### src/rtl/regfile_wb_scheduler_pkg.sv
`default_nettype none
// ============================================================================
// Module   : regfile_wb_scheduler_pkg
// Purpose  : Shared constants and types for the register-file write-port
//            scheduler and its busy-register scoreboard.
// Contents : c_XLEN, c_REG_ADDR_W, c_NUM_REGS, c_STARVE_LIMIT,
//            src_sel_e (write-port source), rr_sel_e (round-robin pointer)
// Revision : 1.0 - initial release
// ============================================================================
package regfile_wb_scheduler_pkg;

  localparam int c_XLEN         = 32;
  localparam int c_REG_ADDR_W   = 5;
  localparam int c_NUM_REGS     = 32;
  localparam int c_STARVE_LIMIT = 4;
  localparam int c_STARVE_CNT_W = 4;   // holds STARVE_LIMIT-1 for limits up to 15

  // Which producer owns the write port in the current cycle
  typedef enum logic [1:0] {
    SRC_NONE = 2'd0,
    SRC_WB   = 2'd1,
    SRC_MC0  = 2'd2,
    SRC_MC1  = 2'd3
  } src_sel_e;

  // Preferred multi-cycle unit when both are requesting
  typedef enum logic {
    RR_MC0 = 1'b0,
    RR_MC1 = 1'b1
  } rr_sel_e;

endpackage : regfile_wb_scheduler_pkg
`default_nettype wire

### src/rtl/regfile_scoreboard.sv
`default_nettype none
// ============================================================================
// Module   : regfile_scoreboard
// Purpose  : Busy-register scoreboard for results still owed by the
//            multi-cycle units, with three hazard lookups.
// Ports    : clk_i, rst_i (async, active-low)
//            set_en_i/set_addr_i  - mark a register busy at the clock edge
//            clr_en_i/clr_addr_i  - accepted mc write, clears the register
//            rs1_i/rs2_i/rd_i     - lookup addresses
//            hit_rs1_o/hit_rs2_o/hit_rd_o - busy and not being written now
//            busy_o               - full busy vector (bit 0 always 0)
// Revision : 1.0 - initial release
// ============================================================================
module regfile_scoreboard
  import regfile_wb_scheduler_pkg::*;
(
  input  logic                    clk_i,
  input  logic                    rst_i,
  input  logic                    set_en_i,
  input  logic [c_REG_ADDR_W-1:0] set_addr_i,
  input  logic                    clr_en_i,
  input  logic [c_REG_ADDR_W-1:0] clr_addr_i,
  input  logic [c_REG_ADDR_W-1:0] rs1_i,
  input  logic [c_REG_ADDR_W-1:0] rs2_i,
  input  logic [c_REG_ADDR_W-1:0] rd_i,
  output logic                    hit_rs1_o,
  output logic                    hit_rs2_o,
  output logic                    hit_rd_o,
  output logic [c_NUM_REGS-1:0]   busy_o
);

  // x0 never holds a pending result, so only bits 1..31 are stored
  logic [c_NUM_REGS-1:1] r_busy;

  for (genvar gi = 1; gi < c_NUM_REGS; gi++) begin : g_busy
    localparam logic [c_REG_ADDR_W-1:0] c_IDX = c_REG_ADDR_W'(gi);
    // Set is tested first: a new issue to a register retiring this cycle
    // must leave the register busy for the new owner.
    always_ff @(posedge clk_i or negedge rst_i) begin
      if (!rst_i) begin
        r_busy[gi] <= 1'b0;
      end else if (set_en_i && (set_addr_i == c_IDX)) begin
        r_busy[gi] <= 1'b1;
      end else if (clr_en_i && (clr_addr_i == c_IDX)) begin
        r_busy[gi] <= 1'b0;
      end
    end
  end

  assign busy_o = {r_busy, 1'b0};

  // A register being written by an mc unit this cycle is not a hazard:
  // the register file's write-through bypass supplies the new value.
  function automatic logic f_hit(input logic [c_NUM_REGS-1:0]   busy,
                                 input logic [c_REG_ADDR_W-1:0] r,
                                 input logic                    clr_en,
                                 input logic [c_REG_ADDR_W-1:0] clr_addr);
    f_hit = busy[r] && (r != '0) && !(clr_en && (clr_addr == r));
  endfunction

  assign hit_rs1_o = f_hit(busy_o, rs1_i, clr_en_i, clr_addr_i);
  assign hit_rs2_o = f_hit(busy_o, rs2_i, clr_en_i, clr_addr_i);
  assign hit_rd_o  = f_hit(busy_o, rd_i,  clr_en_i, clr_addr_i);

endmodule : regfile_scoreboard
`default_nettype wire

### src/rtl/regfile_wb_scheduler.sv
`default_nettype none
// ============================================================================
// Module   : regfile_wb_scheduler
// Purpose  : Schedules the single register-file write port among the
//            in-order WB stage and two multi-cycle units (mc0 divider,
//            mc1 load/miss), tracks registers still owed by the mc units
//            and raises the ID-stage hazard stall.
// Ports    : clk_i, rst_i (async, active-low)
//            wb_valid_i/wb_addr_i/wb_data_i         - pipeline writeback
//            mcN_valid_i/mcN_addr_i/mcN_data_i      - mc results (N=0,1)
//            mcN_ready_o                            - mc result accepted
//            issue_i/issue_rd_i                     - ID issue to an mc unit
//            id_rs1_i/id_rs2_i/id_rd_i              - ID operand addresses
//            stall_o                                - ID hazard stall
//            wb_hold_o                              - no WB next cycle
//            reg_write_o/reg_addr_o/reg_data_o      - register-file port
// Revision : 1.0 - initial release
// ============================================================================
module regfile_wb_scheduler
  import regfile_wb_scheduler_pkg::*;
#(
  parameter int XLEN         = c_XLEN,
  parameter int STARVE_LIMIT = c_STARVE_LIMIT
) (
  input  logic                    clk_i,
  input  logic                    rst_i,
  input  logic                    wb_valid_i,
  input  logic [c_REG_ADDR_W-1:0] wb_addr_i,
  input  logic [XLEN-1:0]         wb_data_i,
  input  logic                    mc0_valid_i,
  input  logic [c_REG_ADDR_W-1:0] mc0_addr_i,
  input  logic [XLEN-1:0]         mc0_data_i,
  output logic                    mc0_ready_o,
  input  logic                    mc1_valid_i,
  input  logic [c_REG_ADDR_W-1:0] mc1_addr_i,
  input  logic [XLEN-1:0]         mc1_data_i,
  output logic                    mc1_ready_o,
  input  logic                    issue_i,
  input  logic [c_REG_ADDR_W-1:0] issue_rd_i,
  input  logic [c_REG_ADDR_W-1:0] id_rs1_i,
  input  logic [c_REG_ADDR_W-1:0] id_rs2_i,
  input  logic [c_REG_ADDR_W-1:0] id_rd_i,
  output logic                    stall_o,
  output logic                    wb_hold_o,
  output logic                    reg_write_o,
  output logic [c_REG_ADDR_W-1:0] reg_addr_o,
  output logic [XLEN-1:0]         reg_data_o
);

  localparam logic [c_STARVE_CNT_W-1:0] c_STARVE_LAST =
    c_STARVE_CNT_W'(STARVE_LIMIT - 1);

  src_sel_e                    w_grant;
  rr_sel_e                     r_rr_ptr;
  logic [c_STARVE_CNT_W-1:0]   r_starve_cnt;
  logic                        r_wb_hold;
  logic                        w_starve_cond;
  logic                        w_mc_acc;
  logic [c_REG_ADDR_W-1:0]     w_mc_addr;
  logic                        w_hit_rs1;
  logic                        w_hit_rs2;
  logic                        w_hit_rd;
  logic [c_NUM_REGS-1:0]       w_busy;

  // --------------------------------------------------------------------------
  // Grant: WB first, then the two mc units round-robin. A lone mc request
  // wins regardless of the pointer.
  // --------------------------------------------------------------------------
  always_comb begin
    w_grant = SRC_NONE;
    if (wb_valid_i) begin
      w_grant = SRC_WB;
    end else if (mc0_valid_i && mc1_valid_i) begin
      w_grant = (r_rr_ptr == RR_MC0) ? SRC_MC0 : SRC_MC1;
    end else if (mc0_valid_i) begin
      w_grant = SRC_MC0;
    end else if (mc1_valid_i) begin
      w_grant = SRC_MC1;
    end
  end

  assign mc0_ready_o = (w_grant == SRC_MC0);
  assign mc1_ready_o = (w_grant == SRC_MC1);
  assign w_mc_acc    = mc0_ready_o || mc1_ready_o;
  assign w_mc_addr   = mc1_ready_o ? mc1_addr_i : mc0_addr_i;

  // --------------------------------------------------------------------------
  // Write-port mux; all zero when nobody owns the port
  // --------------------------------------------------------------------------
  always_comb begin
    reg_addr_o = '0;
    reg_data_o = '0;
    case (w_grant)
      SRC_WB: begin
        reg_addr_o = wb_addr_i;
        reg_data_o = wb_data_i;
      end
      SRC_MC0: begin
        reg_addr_o = mc0_addr_i;
        reg_data_o = mc0_data_i;
      end
      SRC_MC1: begin
        reg_addr_o = mc1_addr_i;
        reg_data_o = mc1_data_i;
      end
      default: begin
        reg_addr_o = '0;
        reg_data_o = '0;
      end
    endcase
  end

  assign reg_write_o = (w_grant != SRC_NONE) && (reg_addr_o != '0);

  // --------------------------------------------------------------------------
  // Round-robin pointer: after an mc grant, prefer the other unit
  // --------------------------------------------------------------------------
  always_ff @(posedge clk_i or negedge rst_i) begin
    if (!rst_i) begin
      r_rr_ptr <= RR_MC0;
    end else if (w_grant == SRC_MC0) begin
      r_rr_ptr <= RR_MC1;
    end else if (w_grant == SRC_MC1) begin
      r_rr_ptr <= RR_MC0;
    end
  end

  // --------------------------------------------------------------------------
  // Starvation guard: count consecutive WB grants while an mc result waits;
  // on the last tolerated one, hold WB off for exactly one cycle so that an
  // mc unit gets the port.
  // --------------------------------------------------------------------------
  assign w_starve_cond = (w_grant == SRC_WB) && (mc0_valid_i || mc1_valid_i);

  always_ff @(posedge clk_i or negedge rst_i) begin
    if (!rst_i) begin
      r_starve_cnt <= '0;
      r_wb_hold    <= 1'b0;
    end else if (w_starve_cond && (r_starve_cnt == c_STARVE_LAST)) begin
      r_starve_cnt <= '0;
      r_wb_hold    <= 1'b1;
    end else if (w_starve_cond) begin
      r_starve_cnt <= r_starve_cnt + 1'b1;
      r_wb_hold    <= 1'b0;
    end else begin
      r_starve_cnt <= '0;
      r_wb_hold    <= 1'b0;
    end
  end

  assign wb_hold_o = r_wb_hold;

  // --------------------------------------------------------------------------
  // Scoreboard and ID stall
  // --------------------------------------------------------------------------
  regfile_scoreboard u_scoreboard (
    .clk_i      (clk_i),
    .rst_i      (rst_i),
    .set_en_i   (issue_i && (issue_rd_i != '0)),
    .set_addr_i (issue_rd_i),
    .clr_en_i   (w_mc_acc),
    .clr_addr_i (w_mc_addr),
    .rs1_i      (id_rs1_i),
    .rs2_i      (id_rs2_i),
    .rd_i       (id_rd_i),
    .hit_rs1_o  (w_hit_rs1),
    .hit_rs2_o  (w_hit_rs2),
    .hit_rd_o   (w_hit_rd),
    .busy_o     (w_busy)
  );

  // WAW only matters when the ID instruction actually issues
  assign stall_o = w_hit_rs1 || w_hit_rs2 || (w_hit_rd && issue_i);

  // --------------------------------------------------------------------------
  // Protocol checks
  // --------------------------------------------------------------------------
  a_wb_to_busy : assert property (@(posedge clk_i) disable iff (!rst_i)
    wb_valid_i |-> !w_busy[wb_addr_i])
    else $error("pipeline writeback to busy register %0d", wb_addr_i);

  a_issue_stalled : assert property (@(posedge clk_i) disable iff (!rst_i)
    issue_i |-> !stall_o)
    else $error("issue while stalled");

  a_mc_not_busy : assert property (@(posedge clk_i) disable iff (!rst_i)
    (w_mc_acc && (w_mc_addr != '0)) |-> w_busy[w_mc_addr])
    else $error("mc write to non-busy register %0d", w_mc_addr);

endmodule : regfile_wb_scheduler
`default_nettype wire

### config.mk
export PLATFORM = sky130hd
export DESIGN_NAME = regfile_wb_scheduler
export DESIGN_NICKNAME = d
export VERILOG_FILES = /design/src/rtl/regfile_wb_scheduler_pkg.sv /design/src/rtl/regfile_scoreboard.sv /design/src/rtl/regfile_wb_scheduler.sv
export SDC_FILE = /design/constraint.sdc
export NUM_CORES = 1
export LEC_CHECK = 0
export ABC_AREA = 1
export CORE_UTILIZATION = 46
export CTS_CLUSTER_SIZE = 25
export DETAILED_ROUTE_END_ITERATION = 7
export HOLD_SLACK_MARGIN = 0.1
export PLACE_DENSITY = 0.88
export SLEW_MARGIN = 0
export SYNTH_ARGS = -nofsm -noshare
export SYNTH_HDL_FRONTEND = slang
export SYNTH_HIERARCHICAL = 1
export SYNTH_SLANG_ARGS = --single-unit
### constraint.sdc
create_clock -name clk_i -period 8.15 [get_ports clk_i]
set_input_delay 1.63 -clock clk_i [delete_from_list [all_inputs] [get_ports clk_i]]
set_output_delay 1.63 -clock clk_i [all_outputs]
set_load 0.01 [all_outputs]
# Word-level counts from Yosys, hierarchy flattened

Cells that the tools add are included.
W data, S select, Z words.

Flip-flop bits (word level): 37
Input bits: 137
Output and inout bits: 42
Logic and storage cells: 310

Add/sub/neg operators: 1
$lt $le $gt $ge: 3
Equality and inequality tests: 69
Muxes and demuxes: 81
Reductions and logical operators: 122

Operators by type and width:

| kind                  | count |
|---|---|
| $eq A5 B5 Y1 const B  | 32 |
| $pmux W32 S3          | 1 |
| $eq A5 B4 Y1 const B  | 16 |
| $logic_and A1 B1 Y1   | 77 |
| $mux W1               | 69 |
| $reduce_bool A2 Y1    | 33 |
| $eq A5 B3 Y1 const B  | 8 |
| $reduce_bool A5 Y1    | 5 |
| $eq A5 B2 Y1 const B  | 4 |
| $lt A5 B6 Y1 const B  | 3 |
| $bmux W1 S5           | 3 |
| $eq A5 B5 Y1          | 3 |
| $pmux W5 S3           | 1 |
| $eq A5 B1 Y1 const B  | 2 |
| $mux W2               | 4 |
| $mux W4               | 2 |
| $mux W5               | 1 |
| $add A4 B1 Y4 const B | 1 |
| $eq A2 B2 Y1 const B  | 2 |
| $eq A4 B2 Y1 const B  | 1 |
| $logic_or A1 B1 Y1    | 4 |
| $logic_not A1 Y1      | 3 |
| $eq A2 B1 Y1 const B  | 1 |

# Longest topological paths before layout

Gate-level depths: netlist (run 1).

Depth after elaboration: 12
Mapped depth: 15
Gate-level depth less buffers: 14

# By module

The synthesis (run 1) kept the hierarchy.

Modules (own cells, without submodules):

| module               | instances | cells each | area an instance (sq um) | sequential area each (sq um) |
|---|---|---|---|---|
| regfile_scoreboard   | 1         | 491        | 2742.6                   | 775.7 |
| regfile_wb_scheduler | 1         | 209        | 1064.8                   | 150.1 |

# Least setup slack after synthesis (run 1)

Ideal clock, no wire load.

Path kind: in2out
From: in mc0_valid_i
To: out stall_o
Data arrival time: 3.276 ns
Required time: 6.520 ns
Path slack: 3.244 ns
Stages on the path: 11
Buffers on the path: 1
Cell sequence: nand2_1 nand2_2 nor2_4 clkbuf_4 o21ai_1 inv_1 nand2_1 o211ai_1 nor4_1 a21oi_2 a211o_1

Longest elaborated chain between the ends: 11
Elaborated cells on any way between the ends: 23
Classes of those cells: 5 x eq/ne; 4 x mux; 14 x reduce/logical

Ends and longest elaborated chain:

| item                                                  | line                                                   | RTL |
|---|---|---|
| start, declared                                       | regfile_wb_scheduler.sv:30                             | `input logic mc0_valid_i,` |
| $mux W2 / $logic_and A1 B1 Y1 (equally long branches) | regfile_wb_scheduler.sv:75, regfile_wb_scheduler.sv:73 |  |
| $mux W2 *                                             | regfile_wb_scheduler.sv:73                             | `end else if (mc0_valid_i && mc1_valid_i) begin` |
| $mux W2 *                                             | regfile_wb_scheduler.sv:71                             | `if (wb_valid_i) begin` |
| $eq A2 B2 Y1 *                                        | regfile_wb_scheduler.sv:83                             | `assign mc1_ready_o = (w_grant == SRC_MC1);` |
| named net mc1_ready_o                                 | regfile_wb_scheduler.sv:37                             | `output logic mc1_ready_o,` |
| $mux W5 *                                             | regfile_wb_scheduler.sv:85                             | `assign w_mc_addr = mc1_ready_o ? mc1_addr_i : mc0_addr_i;` |
| named net w_mc_addr[0]                                | regfile_wb_scheduler.sv:59                             | `logic [c_REG_ADDR_W-1:0] w_mc_addr;` |
| $eq A5 B5 Y1 *                                        | regfile_scoreboard.sv:58                               | `f_hit = busy[r] && (r != '0) && !(clr_en && (clr_addr == r));` |
| $logic_and A1 B1 Y1 *                                 | regfile_scoreboard.sv:58                               |  |
| $logic_not A1 Y1 *                                    | regfile_scoreboard.sv:58                               |  |
| $logic_and A1 B1 Y1 *                                 | regfile_scoreboard.sv:58                               |  |
| named net w_hit_rs1                                   | regfile_wb_scheduler.sv:60                             | `logic w_hit_rs1;` |
| $logic_or A1 B1 Y1 * (2 in series)                    | regfile_wb_scheduler.sv:173                            | `assign stall_o = w_hit_rs1 \|\| w_hit_rs2 \|\| (w_hit_rd && issue_i);` |
| end, declared                                         | regfile_wb_scheduler.sv:43                             | `output logic stall_o,` |

Mark *: on every way through the listed nets, which the timed path passes. The rest lies on a longest branch.

# Worst setup path in the final report (run 1)

From: in mc1_valid_i
To: out stall_o

Longest elaborated chain between the ends: 12
Elaborated cells on any way between the ends: 24
Classes of those cells: 5 x eq/ne; 5 x mux; 14 x reduce/logical

Ends and longest elaborated chain:

| item                               | line                        | RTL |
|---|---|---|
| start, declared                    | regfile_wb_scheduler.sv:34  | `input logic mc1_valid_i,` |
| $mux W2                            | regfile_wb_scheduler.sv:77  | `end else if (mc1_valid_i) begin` |
| $mux W2                            | regfile_wb_scheduler.sv:75  | `end else if (mc0_valid_i) begin` |
| $mux W2 *                          | regfile_wb_scheduler.sv:73  |  |
| $mux W2 *                          | regfile_wb_scheduler.sv:71  |  |
| $eq A2 B2 Y1 *                     | regfile_wb_scheduler.sv:83  |  |
| $mux W5 *                          | regfile_wb_scheduler.sv:85  |  |
| named net w_mc_addr[0]             | regfile_wb_scheduler.sv:59  |  |
| $eq A5 B5 Y1 *                     | regfile_scoreboard.sv:58    |  |
| $logic_and A1 B1 Y1 *              | regfile_scoreboard.sv:58    |  |
| $logic_not A1 Y1 *                 | regfile_scoreboard.sv:58    |  |
| $logic_and A1 B1 Y1 *              | regfile_scoreboard.sv:58    |  |
| named net w_hit_rs1                | regfile_wb_scheduler.sv:60  |  |
| $logic_or A1 B1 Y1 * (2 in series) | regfile_wb_scheduler.sv:173 |  |

Marks and branches as above.

==> reports/metrics.cfg, run 1 <==
[run_status]
outcome = complete, no violations

[critical_path]
crit_fanout = 36
cp-startpoint = mc1_valid_i
regToRegSetupSlack_ns = 5.42
reg2reg_depth = 11
cpPeakStageDelay_ns = 0.63
regToRegEndpoint = u_scoreboard/busy_o[10]
worstPathRequired_ns = 6.52
worstSetupStartpointType = input port
timing_worst_setup_path_type = in2out
arrival_ns = 4.96
cp_cell_sequence = clkdlybuf4s50_1 -> nand2_2 -> nor2_4 -> nand2_1 -> o21ai_1 -> inv_1 -> nand2_1 -> o211ai_1 -> nor4_1 -> a21oi_2 -> a211o_1 -> clkdlybuf4s50_1
reg2reg_from = r_rr_ptr
slowest_stage = nor2_4
end_kind = output port

[cts]
cts_max_path_buffers = 2
clock_latency_ns = 0.29
post_cts_buffers = 0
hold_buffers = 0
cts_sinks = 37
cts-buffers-inserted = 5
cts_tree = done
cts_resized = 0
htreeDepth = 2
cts-root-buf = clkbuf_8
path_clk_slew_ns = 0.07

[synth]
synthesis.area_mm2 = 0.00380
synth-warning-count = 6
synth.avg_cell_area_um2 = 5.44
syn_nets = 836
synth_cells = 698

[grt]
grt_pass1_wl_um = 24900
grt_usage = 0.369
grt_antenna_before_repair = 0
overflow = 0
grt_pass1_vias = 4946
grt_max_degree = 40

[final_layout]
fillers = 664
antenna_cells = 0
syn_to_final_growth_pct = 48.5
layout_commonest_cell = nand2_1
nets = 997
drive_gt1_frac = 0.0279
mostFrequentLayoutCells = 343 x nand2_1, 178 x clkdlybuf4s50_1, 99 x nand3_1, 64 x inv_1, 45 x nor2_1

[floorplan]
core.rowCount = 32
start_util = 0.484
die_w_um = 92.8
core_area_mm2 = 0.00785
io_pins = 179
fp.dieH_um = 92.8
die-area_mm2 = 0.00862

[sta]
worst_slack_ns = 1.56
skew_ns = 0.00398
final.setup.tns_ns = 0
setup-violations-final = 0
final_max_slew_viol_count = 0
post-route-min-period_ns = 6.59
rsz0062_at_grt = false
hold_viol_final = 0
worst_pin_slew_ns = 1.16
slew_headroom = 0.221
fmax_mhz = 152
post-route-period-util = 0.809

[drt]
vias_per_cell = 5.50
vias = 5282
routedWlPerCell_um = 16.7
drt_iter0_markers = 799
wl_um = 16100
ant_nets = 0
drc = 0
firstDrtPassIters = 7

[placed_design]
place_ws_ns = 1.62
dpl.hpwl_um = 12500
port-buffer-count = 178
place.gp.congestion = 0.954

[power_and_ir_drop]
total_leakage_power_uw = 0.00274
power_density_mw_per_mm2 = 138
irDropWorstVdd_mv = 0.182
p_total_uw = 780

[flow_run]
maxCapViolCount = 0

[hold_path]
worstHoldPathType = reg2reg
hold_path_end = u_scoreboard/busy_o[16]
min_path_cells = 1
hp-start = u_scoreboard/busy_o[16]

[metrics by stage]
step                      area, µm²  instances  hold slack [ns]  utilization
final                          5640        961            0.508        0.718
after global routing           5640        961            0.520        0.718
after floorplan                3800        698            0.431            -
after detailed placement       5550        954            0.486        0.707
after CTS                      5640        961            0.503        0.718
after global placement         5550        954            0.448        0.707
[per-layer routing]
layer	vias up	routed length, µm	GRT usage
li1	2529	-	-
met1	2373	6500	0.511
met2	340	7190	0.571
met3	40	2010	0.0895
met4	0	361	0.0949
met5	-	0	0
[flip-flops by register name (all words and copies together) (netlist names)]
signal               cells
wb_hold_o                1
u_scoreboard/busy_o     31
r_starve_cnt             4
r_rr_ptr                 1
[worst max-delay path: cells and delay by family]
family	cells	cell delay, ns
and+or+nand+nor	5	1.40
buffers and inverters	3	1.23
AOI/OAI and AO/OA	4	0.70
[how the worst max path moves through the flow]
stage | slack [ns] | end | depth (start not counted)
2_1_floorplan | 3.24 | stall_o | 11
3_3_place_gp | 1.74 | stall_o | 12
3_5_place_dp | 1.62 | stall_o | 12
4_1_cts | 1.62 | stall_o | 12
5_1_grt | 1.32 | stall_o | 15
6_report | 1.56 | stall_o | 12
[report_power, final]
part / switching [µW] / leakage (µW) / internal [µW] / total, µW
Combinational: 220 / 0.00224 / 167 / 387
Sequential: 37.8 / 0.000454 / 229 / 267
Clock: 59.5 / 0.0000443 / 67.0 / 126
Total: 317 / 0.00274 / 463 / 780
[cell type report]
type	instances	area [µm²]	area share
flip-flops and latches	37	926	0.164
multi-input cells	564	2430	0.431
inverters	71	269	0.0477
clock buffers	7	86.3	0.0153
repair buffers	180	1800	0.319
well taps	102	128	0.0226
Note: power is estimated with default switching activity, not from simulation.
==> run 2, diff against run 1 <==
--- a/config.mk
+++ b/config.mk
@@ -6,11 +6,11 @@
 export NUM_CORES = 1
 export LEC_CHECK = 0
 export ABC_AREA = 1
-export CORE_UTILIZATION = 46
+export CORE_UTILIZATION = 38
 export CTS_CLUSTER_SIZE = 25
 export DETAILED_ROUTE_END_ITERATION = 7
 export HOLD_SLACK_MARGIN = 0.1
-export PLACE_DENSITY = 0.88
+export PLACE_DENSITY = 0.78
 export SLEW_MARGIN = 0
 export SYNTH_ARGS = -nofsm -noshare
 export SYNTH_HDL_FRONTEND = slang
==> constraint.sdc (replaced) <==
create_clock -name clk_i -period 5.47 [get_ports clk_i]
set_input_delay 1.094 -clock clk_i [delete_from_list [all_inputs] [get_ports clk_i]]
set_output_delay 1.094 -clock clk_i [all_outputs]
set_load 0.01 [all_outputs]
==> run 2 against run 1 <==
Global-route usage decreased by 7.9 points; setup slack got worse by 1.0 ns; flip-flop and latch count stayed put; core utilization is 13 points lower; sequential share of layout area fell by 0.28 points; non-clock buffer count increased by 4; combinational power up 48%; clock skew grew 0.00061 ns; via count fell by 2.2%; sequential power up 49%; wire length is 3.2% lower; die area increased by 21%; largest power group unchanged.
==> reports/metrics.cfg, run 2 (synthesis gave the netlist of run 1 again) <==
[run_status]
outcome = complete, no violations  ; unchanged

[sta]
hold_viol_final = 0  ; unchanged
post-route-period-util = 0.902
final.setup.tns_ns = 0  ; unchanged
post-route-min-period_ns = 4.93
worst_pin_slew_ns = 1.06  ; was 1.16 ns
fmax_mhz = 203
skew_ns = 0.00459  ; was 0.00398 ns
setup-violations-final = 0  ; unchanged
slew_headroom = 0.290  ; was 0.221
holdWs_ns = 0.466  ; was 0.508 ns
final_max_slew_viol_count = 0  ; unchanged
rsz0062_at_grt = false  ; unchanged

[placed_design]
dp_cells = 989  ; was 954
dpl.hpwl_um = 12400  ; was 12500 µm
postPlaceCellArea_mm2 = 0.00562  ; was 0.00555 mm²
port-buffer-count = 178  ; unchanged
place.gp.congestion = 0.952  ; was 0.954

[drt]
ant_nets = 0  ; unchanged
wl_um = 15500  ; was 16100 µm
drc = 0  ; unchanged
firstDrtPassIters = 5  ; was 7
vias = 5167  ; was 5282
drt_iter0_markers = 488  ; was 799
vias_per_cell = 5.18  ; was 5.50
routedWlPerCell_um = 15.6  ; was 16.7 µm

[floorplan]
die-area_mm2 = 0.0104  ; was 0.00862 mm²
fp.dieH_um = 102  ; was 92.8 µm
core_area_mm2 = 0.00973  ; was 0.00785 mm²
die_w_um = 102  ; was 92.8 µm
io_pins = 179  ; unchanged
core.rowCount = 36  ; was 32
start_util = 0.390  ; was 0.484

[final_layout]
fin_area_mm2 = 0.00573  ; was 0.00564 mm²
largest_register_ffs = 31  ; unchanged
mostFrequentLayoutCells = 343 x nand2_1, 178 x clkdlybuf4s50_1, 99 x nand3_1, 64 x inv_1, 45 x nor2_1  ; unchanged
final_core_util = 0.589  ; was 0.718
layout_commonest_cell = nand2_1  ; unchanged
nets = 1001  ; was 997
drive_gt1_frac = 0.0336  ; was 0.0279
layout.cells.non_filler = 997  ; was 961
syn_to_final_growth_pct = 51.1  ; was 48.5%
antenna_cells = 0  ; unchanged

[critical_path]
worstPathRequired_ns = 4.38  ; was 6.52 ns
slowest_stage = clkdlybuf4s50_1  ; was nor2_4
reg2reg_depth = 12  ; was 11
crit_fanout = 6  ; was 36
timing_worst_setup_path_type = in2out  ; unchanged
arrival_ns = 3.84  ; was 4.96 ns
cp_cell_sequence = clkdlybuf4s50_1 -> nand2_1 -> nand2_2 -> nor2_4 -> o21ai_1 -> inv_1 -> nand2_1 -> o211ai_1 -> nor4_1 -> a21oi_2 -> a211o_1 -> clkdlybuf4s50_1  ; was clkdlybuf4s50_1 -> nand2_2 -> nor2_4 -> nand2_1 -> o21ai_1 -> inv_1 -> nand2_1 -> o211ai_1 -> nor4_1 -> a21oi_2 -> a211o_1 -> clkdlybuf4s50_1
cpPeakStageDelay_ns = 0.48  ; was 0.63 ns
worstSetupStartpointType = input port  ; unchanged
end_kind = output port  ; unchanged
reg2reg_from = r_rr_ptr  ; unchanged
cp-startpoint = mc0_valid_i  ; was mc1_valid_i

[cts]
hold_buffers = 0  ; unchanged
clock_latency_ns = 0.29  ; about the same
path_clk_slew_ns = 0.07  ; about the same
cts-root-buf = clkbuf_8  ; unchanged
post_cts_buffers = 0  ; unchanged
cts-buffers-inserted = 5  ; unchanged
cts_tree = done  ; unchanged
cts_sinks = 37  ; unchanged
cts_resized = 0  ; unchanged
htreeDepth = 2  ; unchanged
cts_max_path_buffers = 2  ; unchanged

[power_and_ir_drop]
power_density_mw_per_mm2 = 212  ; was 138 mW/mm²
total_leakage_power_uw = 0.00277  ; was 0.00274 µW
irDropWorstVdd_mv = 0.236  ; was 0.182 mV

[hold_path]
min_path_cells = 1  ; unchanged
hp-start = r_starve_cnt[0]  ; was u_scoreboard/busy_o[16]
worstHoldPathType = reg2reg  ; unchanged

[grt]
grt_pass1_vias = 4579  ; was 4946
grt_max_degree = 38  ; was 40
overflow = 0  ; unchanged
grt_antenna_before_repair = 0  ; unchanged
grt_pass1_wl_um = 23200  ; was 24900 µm
grt_usage = 0.290  ; was 0.369

[flow_run]
maxCapViolCount = 0  ; unchanged

==> run 2: cell types whose count changed in the layout (fill, tap and decap cells not counted), sizes merged <==
cell,delta
buf,+4
bufinv,+1
==> run 2: final cells by class <==
cell class                 count  area, µm²
multi-input combinational    564       2430
inverter                      71        269
clock inverter                 1       30.0
clock buffer                   7       86.3
tap                          133        166
sequential                    37        926
timing repair buffer         184       1830
fill                         951       4000
==> run 2: report_power, final <==
part	switching, µW	internal [µW]
Sequential	57.1	341
Combinational	324	250
Clock	92.8	149
==> run 2: worst paths after layout <==
kind                                           end  slack (ns)
min in group asynchronous  u_scoreboard/busy_o[20]        1.23
max reg2reg                 u_scoreboard/busy_o[4]        3.23
max in group asynchronous  u_scoreboard/busy_o[13]        3.91
min                                r_starve_cnt[0]        0.47
min reg2reg                        r_starve_cnt[0]        0.47
max                                        stall_o        0.54
==> run 2: worst max-delay path: cells and delay by family <==
family,cells,cell delay [ns]
AOI/OAI and AO/OA,4,0.79
buffers and inverters,3,1.14
and+or+nand+nor,5,0.80
==> run 2: stage by stage <==
| stage | setup slack (ns) | total power [µW] |
|---|---|---|
| after global placement | 0.667 | 954 |
| after CTS | 0.544 | 1210 |
| after floorplan | 1.64 | 684 |
| after global routing | 0.302 | 1300 |
| final | 0.538 | 1210 |
| after detailed placement | 0.558 | 962 |
==> run 2: per-layer routing <==
metal / global-route usage / share of wire
met5: 0 / 0
met2: 0.443 / 0.45
met3: 0.0335 / 0.089
met1: 0.434 / 0.45
met4: 0.0681 / 0.013
